### src/rtl/mem_port_arbiter.sv
// Arbitrates one single-port memory between instruction fetch (read-only) and the MEM stage,
// sequencing each access over a valid/ready handshake with starvation guard and timeout.
module mem_port_arbiter #(
  parameter int unsigned ADDR_WIDTH     = 32,
  parameter int unsigned DATA_WIDTH     = 32,
  parameter int unsigned STARVE_LIMIT   = 4,
  parameter int unsigned TIMEOUT_CYCLES = 256
) (
  input  logic                    clk,
  input  logic                    reset,
  input  logic                    if_req,
  input  logic [ADDR_WIDTH-1:0]   if_addr,
  output logic [DATA_WIDTH-1:0]   if_rdata,
  output logic                    if_ack,
  output logic                    if_err,
  input  logic                    dm_req,
  input  logic                    dm_we,
  input  logic [ADDR_WIDTH-1:0]   dm_addr,
  input  logic [DATA_WIDTH-1:0]   dm_wdata,
  input  logic [DATA_WIDTH/8-1:0] dm_be,
  output logic [DATA_WIDTH-1:0]   dm_rdata,
  output logic                    dm_ack,
  output logic                    dm_err,
  output logic                    mem_valid,
  output logic                    mem_we,
  output logic [ADDR_WIDTH-1:0]   mem_addr,
  output logic [DATA_WIDTH-1:0]   mem_wdata,
  output logic [DATA_WIDTH/8-1:0] mem_be,
  input  logic                    mem_ready,
  input  logic [DATA_WIDTH-1:0]   mem_rdata
);
  localparam int unsigned BW = DATA_WIDTH / 8;
  localparam int unsigned SW = (STARVE_LIMIT > 0) ? $clog2(STARVE_LIMIT + 1) : 1;
  localparam int unsigned TW = (TIMEOUT_CYCLES > 1) ? $clog2(TIMEOUT_CYCLES) : 1;
  localparam logic [ADDR_WIDTH-1:0] WORD_MASK = {{(ADDR_WIDTH-2){1'b1}}, 2'b00};

  typedef enum logic [1:0] {IDLE, GRANT_IF, GRANT_DM, ACK} state_e;

  state_e                  state_q, state_d;
  logic                    gnt_dm_q, gnt_dm_d;
  logic                    err_q, err_d;
  logic [SW-1:0]           starve_q, starve_d;
  logic [TW-1:0]           wait_q, wait_d;
  logic                    mem_we_q, mem_we_d;
  logic [ADDR_WIDTH-1:0]   mem_addr_q, mem_addr_d;
  logic [DATA_WIDTH-1:0]   mem_wdata_q, mem_wdata_d;
  logic [BW-1:0]           mem_be_q, mem_be_d;
  logic [DATA_WIDTH-1:0]   if_rdata_q, if_rdata_d;
  logic [DATA_WIDTH-1:0]   dm_rdata_q, dm_rdata_d;
  logic                    starve_sat;
  logic                    timeout;

  assign starve_sat = (32'(starve_q) == STARVE_LIMIT);
  // wait_q holds the number of earlier grant cycles without ready, so the
  // TIMEOUT_CYCLES-th such cycle is the one that aborts.
  assign timeout    = (TIMEOUT_CYCLES != 0) && (32'(wait_q) == TIMEOUT_CYCLES - 1);

  always_comb begin
    state_d     = state_q;
    gnt_dm_d    = gnt_dm_q;
    err_d       = err_q;
    starve_d    = starve_q;
    wait_d      = wait_q;
    mem_we_d    = mem_we_q;
    mem_addr_d  = mem_addr_q;
    mem_wdata_d = mem_wdata_q;
    mem_be_d    = mem_be_q;
    if_rdata_d  = if_rdata_q;
    dm_rdata_d  = dm_rdata_q;
    case (state_q)
      IDLE: begin
        err_d  = 1'b0;
        wait_d = '0;
        if (dm_req && !(if_req && starve_sat)) begin
          state_d     = GRANT_DM;
          gnt_dm_d    = 1'b1;
          mem_we_d    = dm_we;
          mem_addr_d  = dm_addr & WORD_MASK;
          mem_wdata_d = dm_we ? dm_wdata : '0;
          mem_be_d    = dm_we ? dm_be : '1;
          if (!if_req)         starve_d = '0;
          else if (!starve_sat) starve_d = starve_q + 1'b1;
        end else if (if_req) begin
          state_d     = GRANT_IF;
          gnt_dm_d    = 1'b0;
          mem_we_d    = 1'b0;
          mem_addr_d  = if_addr & WORD_MASK;
          mem_wdata_d = '0;
          mem_be_d    = '1;
          starve_d    = '0;
        end else begin
          starve_d = '0;
        end
      end
      GRANT_IF, GRANT_DM: begin
        if (mem_ready) begin
          state_d = ACK;
          if (!mem_we_q) begin
            if (gnt_dm_q) dm_rdata_d = mem_rdata;
            else          if_rdata_d = mem_rdata;
          end
        end else if (timeout) begin
          state_d = ACK;
          err_d   = 1'b1;
          if (gnt_dm_q) dm_rdata_d = '0;
          else          if_rdata_d = '0;
        end else begin
          wait_d = wait_q + 1'b1;
        end
      end
      ACK:     state_d = IDLE;
      default: state_d = IDLE;
    endcase
  end

  always_ff @(posedge clk or negedge reset) begin
    if (!reset) begin
      state_q     <= IDLE;
      gnt_dm_q    <= 1'b0;
      err_q       <= 1'b0;
      starve_q    <= '0;
      wait_q      <= '0;
      mem_we_q    <= 1'b0;
      mem_addr_q  <= '0;
      mem_wdata_q <= '0;
      mem_be_q    <= '0;
      if_rdata_q  <= '0;
      dm_rdata_q  <= '0;
    end else begin
      state_q     <= state_d;
      gnt_dm_q    <= gnt_dm_d;
      err_q       <= err_d;
      starve_q    <= starve_d;
      wait_q      <= wait_d;
      mem_we_q    <= mem_we_d;
      mem_addr_q  <= mem_addr_d;
      mem_wdata_q <= mem_wdata_d;
      mem_be_q    <= mem_be_d;
      if_rdata_q  <= if_rdata_d;
      dm_rdata_q  <= dm_rdata_d;
    end
  end

  assign mem_valid = (state_q == GRANT_IF) || (state_q == GRANT_DM);
  assign mem_we    = mem_we_q;
  assign mem_addr  = mem_addr_q;
  assign mem_wdata = mem_wdata_q;
  assign mem_be    = mem_be_q;
  assign if_ack    = (state_q == ACK) && !gnt_dm_q;
  assign dm_ack    = (state_q == ACK) && gnt_dm_q;
  assign if_err    = if_ack && err_q;
  assign dm_err    = dm_ack && err_q;
  assign if_rdata  = if_rdata_q;
  assign dm_rdata  = dm_rdata_q;

endmodule

### config.mk
export PLATFORM = sky130hd
export DESIGN_NAME = mem_port_arbiter
export DESIGN_NICKNAME = d
export VERILOG_FILES = /design/src/rtl/mem_port_arbiter.sv
export SDC_FILE = /design/constraint.sdc
export NUM_CORES = 1
export LEC_CHECK = 0
export BUFFER_PORTS_ARGS = -buffer_cell sky130_fd_sc_hd__buf_4
export CORE_ASPECT_RATIO = 0.75
export CORE_UTILIZATION = 40
export DETAILED_ROUTE_END_ITERATION = 16
export HOLD_SLACK_MARGIN = 0.15
export PLACE_DENSITY = 0.68
export SKIP_CTS_REPAIR_TIMING = 1
export SLEW_MARGIN = 40
export SYNTH_ARGS = -nofsm -noshare
export SYNTH_HDL_FRONTEND = slang
export SYNTH_SLANG_ARGS = --single-unit
export TNS_END_PERCENT = 1
### constraint.sdc
create_clock -name clk -period 4.5 [get_ports clk]
set_clock_uncertainty 0.2 [all_clocks]
set_input_delay 0 -clock clk [delete_from_list [all_inputs] [get_ports clk]]
set_output_delay 0 -clock clk [all_outputs]
set_load 0.01 [all_outputs]
==> results of run 1 <==
-- metrics by stage --
step / power, mW / setup WS, ns / utilization / cells
floorplan: 3.56 / 2.59 / - / 497
global placement: 4.84 / 1.96 / 0.572 / 929
detailed placement: 4.91 / 1.92 / 0.572 / 929
CTS: 6.31 / 1.92 / 0.614 / 961
global route: 7.35 / 1.06 / 0.753 / 1153
finish: 6.99 / 1.26 / 0.753 / 1153
-- cells in the mapped netlist --
cell type,n,area [µm²]
o21bai_4,1,18.8
or4_1,1,7.51
o22ai_1,2,12.5
nand2_1,67,251
nand3_1,6,30.0
o22a_1,4,35.0
buf_2,12,60.1
nand4_1,5,31.3
o21ai_1,1,5.00
o211ai_1,1,7.51
mux2i_1,3,30.0
o221ai_1,1,8.76
clkbuf_1,18,67.6
buf_1,2,7.51
nand3_2,1,10.0
inv_1,8,30.0
dfrtp_1,146,3650
conb_1,1,3.75
nand2b_1,1,6.26
nor3_2,3,30.0
a31oi_1,31,194
nor3_1,3,15.0
inv_2,1,3.75
a22o_1,97,850
nor3b_1,1,7.51
a311oi_1,2,17.5
and3_4,1,11.3
nor2_1,39,146
nor2b_1,2,12.5
and3_1,2,12.5
a21oi_1,8,40.0
a31o_2,1,8.76
o31ai_1,3,22.5
ha_1,5,62.6
o21ai_0,4,20.0
or3_1,1,6.26
nand4_4,1,21.3
buf_4,2,15.0
and2_4,1,8.76
buf_6,5,56.3
a41oi_1,1,8.76
and2_1,1,6.26
-- path summary, 6_finish.rpt --
check | from | endpoint | depth (start not counted)
setup reg to reg | state_q[0] | mem_addr[21] | 8
min in group asynchronous | reset | dm_rdata[19] | 4
setup / recovery | state_q[0] | mem_addr[21] | 8
max in group asynchronous | reset | if_rdata[13] | 4
hold / removal | mem_rdata[21] | if_rdata[21] | 3
hold reg to reg | dm_rdata[3] | dm_rdata[3] | 1
-- sequential cells by signal (all words and copies together), names as in the netlist --
| register | flops |
|---|---|
| mem_addr | 30 |
| starve_q | 3 |
| wait_q | 8 |
| mem_wdata | 32 |
| mem_be | 4 |
| err_q | 1 |
| dm_rdata | 32 |
| mem_we | 1 |
| state_q | 2 |
| if_rdata | 32 |
| gnt_dm_q | 1 |
-- power by group through the flow --
| stage | Clock (mW) | Sequential [mW] | Combinational, mW |
|---|---|---|---|
| 5_1_grt | 1.45 | 2.36 | 3.53 |
| 3_5_place_dp | 0 | 2.28 | 2.63 |
| 2_1_floorplan | 0 | 2.48 | 1.08 |
| 3_3_place_gp | 0 | 2.25 | 2.59 |
| 4_1_cts | 1.39 | 2.26 | 2.65 |
| 6_report | 1.37 | 2.31 | 3.31 |
-- routing by layer --
layer / vias up / global-route usage
met5: - / 0
met4: 0 / 0.0983
met3: 47 / 0.0607
met2: 312 / 0.370
met1: 3010 / 0.280
li1: 2713 / -
-- worst reg2reg max path: cells and delay by family, from the launching register on --
family | cells | cell delay (ns)
buf+inv | 4 | 1.49
flops | 1 | 0.40
compound gates | 1 | 0.20
fa+ha+maj | 1 | 0.40
simple gates | 2 | 0.49
-- logic make-up after synthesis --
logic type / count (synthesis) / synth area share
adders and majority gates: 5 / 0.0107
DFF: 146 / 0.624
other: 1 / 0.000641
and+or+nand+nor: 136 / 0.105
buffers and inverters: 48 / 0.0410
muxes: 3 / 0.00513
AOI/OAI and AO/OA: 157 / 0.213
-- final cells by class --
class / count / area [µm²]
fill: 878 / 3460
clock inverter: 13 / 125
inverter: 9 / 33.8
clock buffer: 19 / 453
tap: 195 / 244
multi-input combinational: 303 / 2000
sequential: 146 / 3650
timing repair buffer: 468 / 4020
==> out/metrics.cfg, run 1 <==
[floorplan]
die_h_um = 107
ios = 276
die_w_um = 142
core_region_area_mm2 = 0.0140
std_cell_rows = 37
start_util = 0.419
die-area_mm2 = 0.0151

[global_routing]
grt_max_degree = 92
grt_pass1_vias = 4989
overflow = 0
track_usage = 0.225
grt_pass1_wl_mm = 26.4
grt_antenna_before_repair = 0

[cts]
clock_sinks = 146
cts_buffers = 17
clkTransAtPathRegs_ns = 0.07
cts_tree = yes
clock_latency_ns = 0.41
cts-root-buf = clkbuf_16
htree_levels = 4
cts_buffer_depth = 2

[route]
drtIter0Drc = 427
drt-met1-wl_mm = 8.58
routedWlPerCell_um = 18.8
num_vias = 6082
drc = 0
wirelength_mm = 21.7
wl_met3_mm = 1.60
via_per_inst = 5.27
drtPass1Iterations = 5
route.met2.wl_mm = 10.9
highest_layer = met4
final_antenna_net_count = 0

[worst_setup_path]
critical-path-top-delay-family = buffers and inverters
critical-path-slowest-cell = dlygate4sd3_1
cpMostUsedCell = inv_1
path_cells = inv_1 > ha_1 > inv_1 > nor2_4 > buf_4 > nor2_1 > a31oi_1 > dlygate4sd3_1
rrSetupSlack_ns = 1.26
start_kind = register
required_ns = 4.65
cp-end-kind = register
worst-path-buf-inv = 4
crit_fanout = 59
critPathKind = reg2reg
arrival_ns = 3.39
crit_path_max_incr_delay_ns = 0.58

[sta]
fin_worst_hold_slack_ns = 0.168
fmax_mhz = 309
worstMarginPinSlew_ns = 0.685
slew_headroom = 0.544
hold_viol = 0
fin_crit_sh = 0.720
rsz0062_at_grt = false
post-route-min-period_ns = 3.24
slew_viol_final = 0
fin_setup_tns_ns = 0
final-setup-viol-count = 0

[job]
cap_violations = 0

[logic_synthesis]
yosysSeqAreaShare = 0.624
syn_area_per_cell_um2 = 11.8
yosysUniqueCellTypes = 42
syn_inst = 496
yosysWarningCount = 0
synth_area_mm2 = 0.00585
synth_seq_cells = 146

[placed_design]
place_area_mm2 = 0.00800
dp_hpwl_mm = 11.7
io_buffers = 269
gp_congestion = 0.810

[power]
power.density_mw_per_mm2 = 664
p_sw_frac = 0.353
power.net_switching_mw = 2.46
internal_power_mw = 4.53
ir_worst_vdd_mv = 0.366
pwr-share-comb = 0.474
p_seq_frac = 0.330
pwr-share-clk = 0.196
p_leak_nw = 5.16

[layout]
layout_common_cells = buf_4 (275), dlygate4sd3_1 (191), dfrtp_1 (146)
syn2layout_area_growth_pct = 79.8
drive_gt1_frac = 0.338
design_area_mm2 = 0.0105
final_common_cell = buf_4
n_antenna_cell = 0
nNetsFinal = 1088

[run_status]
outcome = finished clean

[min_path]
hold_path.class = in2reg

No activity file was read; power rests on OpenSTA's default activity.
==> run 2: changes to the inputs <==
--- a/config.mk
+++ b/config.mk
@@ -10,7 +10,7 @@
 export CORE_UTILIZATION = 40
 export DETAILED_ROUTE_END_ITERATION = 16
 export HOLD_SLACK_MARGIN = 0.15
-export PLACE_DENSITY = 0.68
+export PLACE_DENSITY = 0.71
 export SKIP_CTS_REPAIR_TIMING = 1
 export SLEW_MARGIN = 40
 export SYNTH_ARGS = -nofsm -noshare
==> constraint.sdc (replaced) <==
create_clock -name clk -period 2.7 [get_ports clk]
set_clock_uncertainty 0.2 [all_clocks]
set_input_delay 0 -clock clk [delete_from_list [all_inputs] [get_ports clk]]
set_output_delay 0 -clock clk [all_outputs]
set_load 0.01 [all_outputs]
==> out/metrics.cfg, run 2 (synthesis gave the netlist of run 1 again) <==
[route]
via_per_inst = 5.35  ; +1.5%
drtIter0Drc = 346  ; -19%
routedWlPerCell_um = 19.5  ; +3.8%
final_antenna_net_count = 0  ; unchanged
drc = 0  ; unchanged
drtPass1Iterations = 4  ; -1
wirelength_mm = 22.5  ; +3.8%
num_vias = 6174  ; +1.5%

[sta]
fin_worst_hold_slack_ns = 0.151  ; -0.0176 ns
fin_crit_sh = 0.946  ; +0.226
setup_slack_ns = 0.145  ; -1.11 ns
slew_headroom = 0.598  ; +0.0543
hold_viol = 0  ; unchanged
rsz0062_at_grt = false
worstMarginPinSlew_ns = 0.603  ; -0.0815 ns
fmax_mhz = 391  ; +27%
final-setup-viol-count = 0  ; unchanged
fin_setup_tns_ns = 0  ; unchanged
slew_viol_final = 0  ; unchanged
post-route-min-period_ns = 2.55  ; -0.686 ns

[layout]
nNetsFinal = 1088  ; unchanged
fillers = 814  ; -7.3%
drive_gt1_frac = 0.341  ; +0.00313
regArea_mm2 = 0.00365  ; unchanged
design_area_mm2 = 0.0106  ; +0.29%
layout_common_cells = buf_4 (279), dlygate4sd3_1 (187), dfrtp_1 (146)
final_common_cell = buf_4
multi_input_area_mm2 = 0.00201  ; +0.63%
finalCoreUtilization = 0.755  ; +0.00215
n_antenna_cell = 0  ; unchanged
syn2layout_area_growth_pct = 80.3

[placed_design]
io_buffers = 269  ; unchanged
gp_congestion = 0.773  ; -4.6%
dp_slack_ns = 0.478  ; -1.44 ns
place_area_mm2 = 0.00807  ; +0.78%
dp_hpwl_mm = 11.6  ; -0.29%

[worst_setup_path]
required_ns = 2.80  ; -1.85 ns
crit_path_max_incr_delay_ns = 0.57  ; about the same
start_kind = register
cp-end-kind = register
critPathKind = reg2reg
arrival_ns = 2.66  ; -0.73 ns
critical-path-top-delay-family = simple AND/OR/NAND/NOR gates
worst-path-buf-inv = 2  ; -2
critical-path-slowest-cell = dlygate4sd3_1
crit_fanout = 37  ; -37%
path_cells = inv_1 > ha_1 > nand3_2 > and2_4 > nand3_1 > o22a_1 > dlygate4sd3_1

[floorplan]
core_region_area_mm2 = 0.0140  ; unchanged
die_w_um = 142  ; unchanged
start_util = 0.419  ; unchanged
std_cell_rows = 37  ; unchanged
die-area_mm2 = 0.0151  ; unchanged
ios = 276  ; unchanged
die_h_um = 107  ; unchanged

[global_routing]
grt-busiest-layer = met2
use_met1 = 0.285  ; +0.00450
grt_util_met2 = 0.377  ; +0.00704
track_usage = 0.228  ; +0.00306
use_met3 = 0.0701  ; +0.00938
grt_antenna_before_repair = 0  ; unchanged
grt_max_degree = 67  ; -27%
grt_pass1_wl_mm = 26.5  ; +0.45%
grt_pass1_vias = 5045  ; +1.1%
overflow = 0  ; unchanged

[cts]
cts-root-buf = clkbuf_16
cts_buffer_depth = 2  ; unchanged
clkTransAtPathRegs_ns = 0.07  ; about the same
cts_buffers = 17  ; unchanged
htree_levels = 4  ; unchanged
clock_sinks = 146  ; unchanged
clock_latency_ns = 0.43  ; +0.02 ns
cts_tree = yes

[power]
p_leak_nw = 5.10  ; -1.2%
ir_worst_vdd_mv = 0.576  ; +57%
power.density_mw_per_mm2 = 1060  ; +59%

[run_status]
outcome = finished clean

[min_path]
hold_path.class = in2reg

[job]
cap_violations = 0  ; unchanged

==> run 2: cell count changes in the layout (fill, tap and decap cells not counted), sizes merged <==
| cell | delta |
|---|---|
| dlygate4sd3 | -4 |
| inv | +5 |
| buf | +5 |
| clkinv | -3 |
| clkbuf | -3 |
| bufinv | +1 |
| clkinvlp | -1 |
==> run 2: layout make-up <==
type | instances | area share
repair buffers | 468 | 0.379
inverters | 9 | 0.00320
clock inverters | 15 | 0.0180
clock buffers | 17 | 0.0403
flip-flops and latches | 146 | 0.346
multi-input cells | 303 | 0.190
well taps | 195 | 0.0231
==> run 2: report_power, final <==
group | internal (mW) | switching [mW]
Clock | 1.41 | 1.06
Sequential | 3.17 | 0.683
Combinational | 2.50 | 2.36
==> run 2: path summary, 6_finish.rpt <==
| kind | slack, ns | end | depth (start not counted) | startpoint |
|---|---|---|---|---|
| hold reg to reg | 0.30 | dm_rdata[15] | 1 | dm_rdata[15] |
| setup / recovery | 0.15 | mem_be[2] | 7 | starve_q[0] |
| hold / removal | 0.15 | if_rdata[18] | 3 | mem_rdata[18] |
| setup reg to reg | 0.15 | mem_be[2] | 7 | starve_q[0] |
| max in group asynchronous | 1.01 | mem_wdata[0] | 4 | reset |
| min in group asynchronous | 0.49 | if_rdata[8] | 3 | reset |
==> run 2: stage by stage <==
stage	instances	power [mW]
after CTS	966	10.7
after floorplan	497	5.93
after global routing	1153	11.7
after global placement	934	8.10
after detailed placement	934	8.22
final	1153	11.2
==> run 2: worst min-delay path, cell delays in order <==
cell           delay (ns)
dlygate4sd3_1        0.53
buf_4                0.11
a22o_1               0.12
==> run 2: metal layers <==
layer  wire length, µm  share of wire
met3              2030          0.090
met4               567          0.025
met1              8640           0.38
met5                 0              0
met2             11300           0.50
==> run 3: changes to the inputs <==
==> constraint.sdc (replaced) <==
create_clock -name clk -period 2.7 [get_ports clk]
set_clock_uncertainty 0.2 [all_clocks]
set_input_delay 0.135 -clock clk [delete_from_list [all_inputs] [get_ports clk]]
set_output_delay 0.135 -clock clk [all_outputs]
set_load 0.01 [all_outputs]
==> out/metrics.cfg, run 3 (synthesis gave the netlist of run 1 again) <==
[sta]
fmax_mhz = 390  ; -0.40%
final-setup-viol-count = 0  ; unchanged
slew_viol_final = 0  ; unchanged
fin_setup_tns_ns = 0  ; unchanged
post-route-min-period_ns = 2.57  ; +0.0103 ns
worstMarginPinSlew_ns = 0.640  ; +0.0370 ns
hold_viol = 0  ; unchanged
setup_slack_ns = 0.135  ; -0.0103 ns
slew_headroom = 0.573  ; -0.0246
fin_crit_sh = 0.950  ; +0.00382

[power]
p_seq_frac = 0.340  ; -0.005
pwr-share-comb = 0.448  ; +0.014
p_leak_nw = 4.93  ; -3.5%
power.density_mw_per_mm2 = 1120  ; +5.3%
power.net_switching_mw = 3.91  ; -4.6%
pwr-share-clk = 0.213  ; -0.008
internal_power_mw = 7.34  ; +3.8%
ir_worst_vdd_mv = 0.576  ; about the same
p_sw_frac = 0.348  ; -0.0193

[worst_setup_path]
critPathKind = reg2reg
cp-end-kind = register
arrival_ns = 2.66  ; about the same
crit_path_max_incr_delay_ns = 0.56  ; about the same
required_ns = 2.79  ; about the same
crit_fanout = 37  ; unchanged
path_cells = inv_1 > ha_1 > nand3_2 > and2_4 > nand3_1 > o22a_1 > dlygate4sd3_1
start_kind = register
critical-path-slowest-cell = dlygate4sd3_1

[layout]
regArea_mm2 = 0.00365  ; unchanged
n_antenna_cell = 0  ; unchanged
nNetsFinal = 1043  ; -4.1%
instances_no_fill = 1107  ; -4.0%
design_area_mm2 = 0.0101  ; -4.4%
drive_gt1_frac = 0.356  ; +0.0150
multi_input_area_mm2 = 0.00201  ; unchanged
layout_common_cells = buf_4 (279), dfrtp_1 (146), dlygate4sd3_1 (142)
fillers = 920  ; +13%
final_common_cell = buf_4
syn2layout_area_growth_pct = 72.3

[global_routing]
grt_max_degree = 69  ; +3.0%
overflow = 0  ; unchanged
grt_util_met2 = 0.369  ; -0.00739
use_met1 = 0.294  ; +0.00961
grt_pass1_vias = 5075  ; +0.59%
grt_antenna_before_repair = 0  ; unchanged
track_usage = 0.228  ; about the same
use_met3 = 0.0674  ; -0.00268
grt_pass1_wl_mm = 26.7  ; +0.78%
grt-busiest-layer = met2

[floorplan]
core_region_area_mm2 = 0.0140  ; unchanged
die-area_mm2 = 0.0151  ; unchanged
die_h_um = 107  ; unchanged
die_w_um = 142  ; unchanged
start_util = 0.419  ; unchanged
std_cell_rows = 37  ; unchanged
ios = 276  ; unchanged

[placed_design]
gp_congestion = 0.781  ; +1.0%
dp_hpwl_mm = 11.8  ; +1.4%
dp_slack_ns = 0.490  ; +0.0122 ns
io_buffers = 269  ; unchanged
numPlacedInstances = 934  ; unchanged
place_area_mm2 = 0.00807  ; unchanged

[route]
wirelength_mm = 20.0  ; -11%
routedWlPerCell_um = 18.0  ; -7.6%
drtIter0Drc = 457  ; +32%
via_per_inst = 5.24  ; -2.1%
drtPass1Iterations = 5  ; +1
drc = 0  ; unchanged
final_antenna_net_count = 0  ; unchanged
num_vias = 5802  ; -6.0%

[cts]
clock_latency_ns = 0.41  ; -0.02 ns
cts_buffers = 17  ; unchanged
htree_levels = 4  ; unchanged
cts-root-buf = clkbuf_16
clkTransAtPathRegs_ns = 0.06  ; about the same
clock_sinks = 146  ; unchanged
cts_tree = yes
cts_buffer_depth = 2  ; unchanged

[job]
cap_violations = 0  ; unchanged

[min_path]
hold_path.class = in2reg

[run_status]
outcome = finished clean

[run 3: worst max-delay path, delay by kind of cell, from the launching register on]
| kind | cells | cell delay, ns |
|---|---|---|
| buffers and inverters | 2 | 0.63 |
| flip-flops | 1 | 0.35 |
| AO/OA/AOI/OAI | 1 | 0.25 |
| AND/OR/NAND/NOR | 3 | 0.78 |
| adder cells (fa/ha/maj) | 1 | 0.21 |
[run 3: through the flow]
stage           util  total power [mW]  hold slack (ns)
2_1_floorplan      -              5.93           -0.361
3_3_place_gp   0.577              8.09          -0.0358
4_1_cts        0.620              10.7           -0.458
6_report       0.721              11.3            0.284
3_5_place_dp   0.577              8.24          -0.0139
5_1_grt        0.721              11.9            0.288
[run 3: power by group through the flow]
stage	combinational, mW	clock [mW]	sequential, mW
4_1_cts	4.46	2.43	3.78
5_1_grt	5.40	2.55	3.92
3_3_place_gp	4.33	0	3.76
3_5_place_dp	4.44	0	3.80
6_report	5.04	2.39	3.82
2_1_floorplan	1.79	0	4.14
[run 3: layout make-up]
class,count,share of cell area
multi-input cells,303,0.199
inverters,9,0.00335
well taps,195,0.0242
clock buffers,19,0.0439
clock inverters,12,0.0155
repair buffers,423,0.352
flip-flops and latches,146,0.362
[run 3: path summary, 6_finish.rpt]
check / start / end / slack (ns) / cells after the start
worst max-delay path: starve_q[0] / mem_be[3] / 0.13 / 7
worst min-delay path: dm_be[0] / mem_be[0] / 0.28 / 3
worst max register to register: starve_q[0] / mem_be[3] / 0.13 / 7
worst min register to register: dm_rdata[7] / dm_rdata[7] / 0.30 / 1
max in group asynchronous: reset / if_rdata[8] / 0.63 / 4
min in group asynchronous: reset / if_rdata[14] / 0.62 / 3
[run 3: layer usage]
layer,up-vias,share of wire
met1,2832,0.40
met5,-,0
met2,321,0.50
met4,0,0.018
li1,2618,-
met3,31,0.080
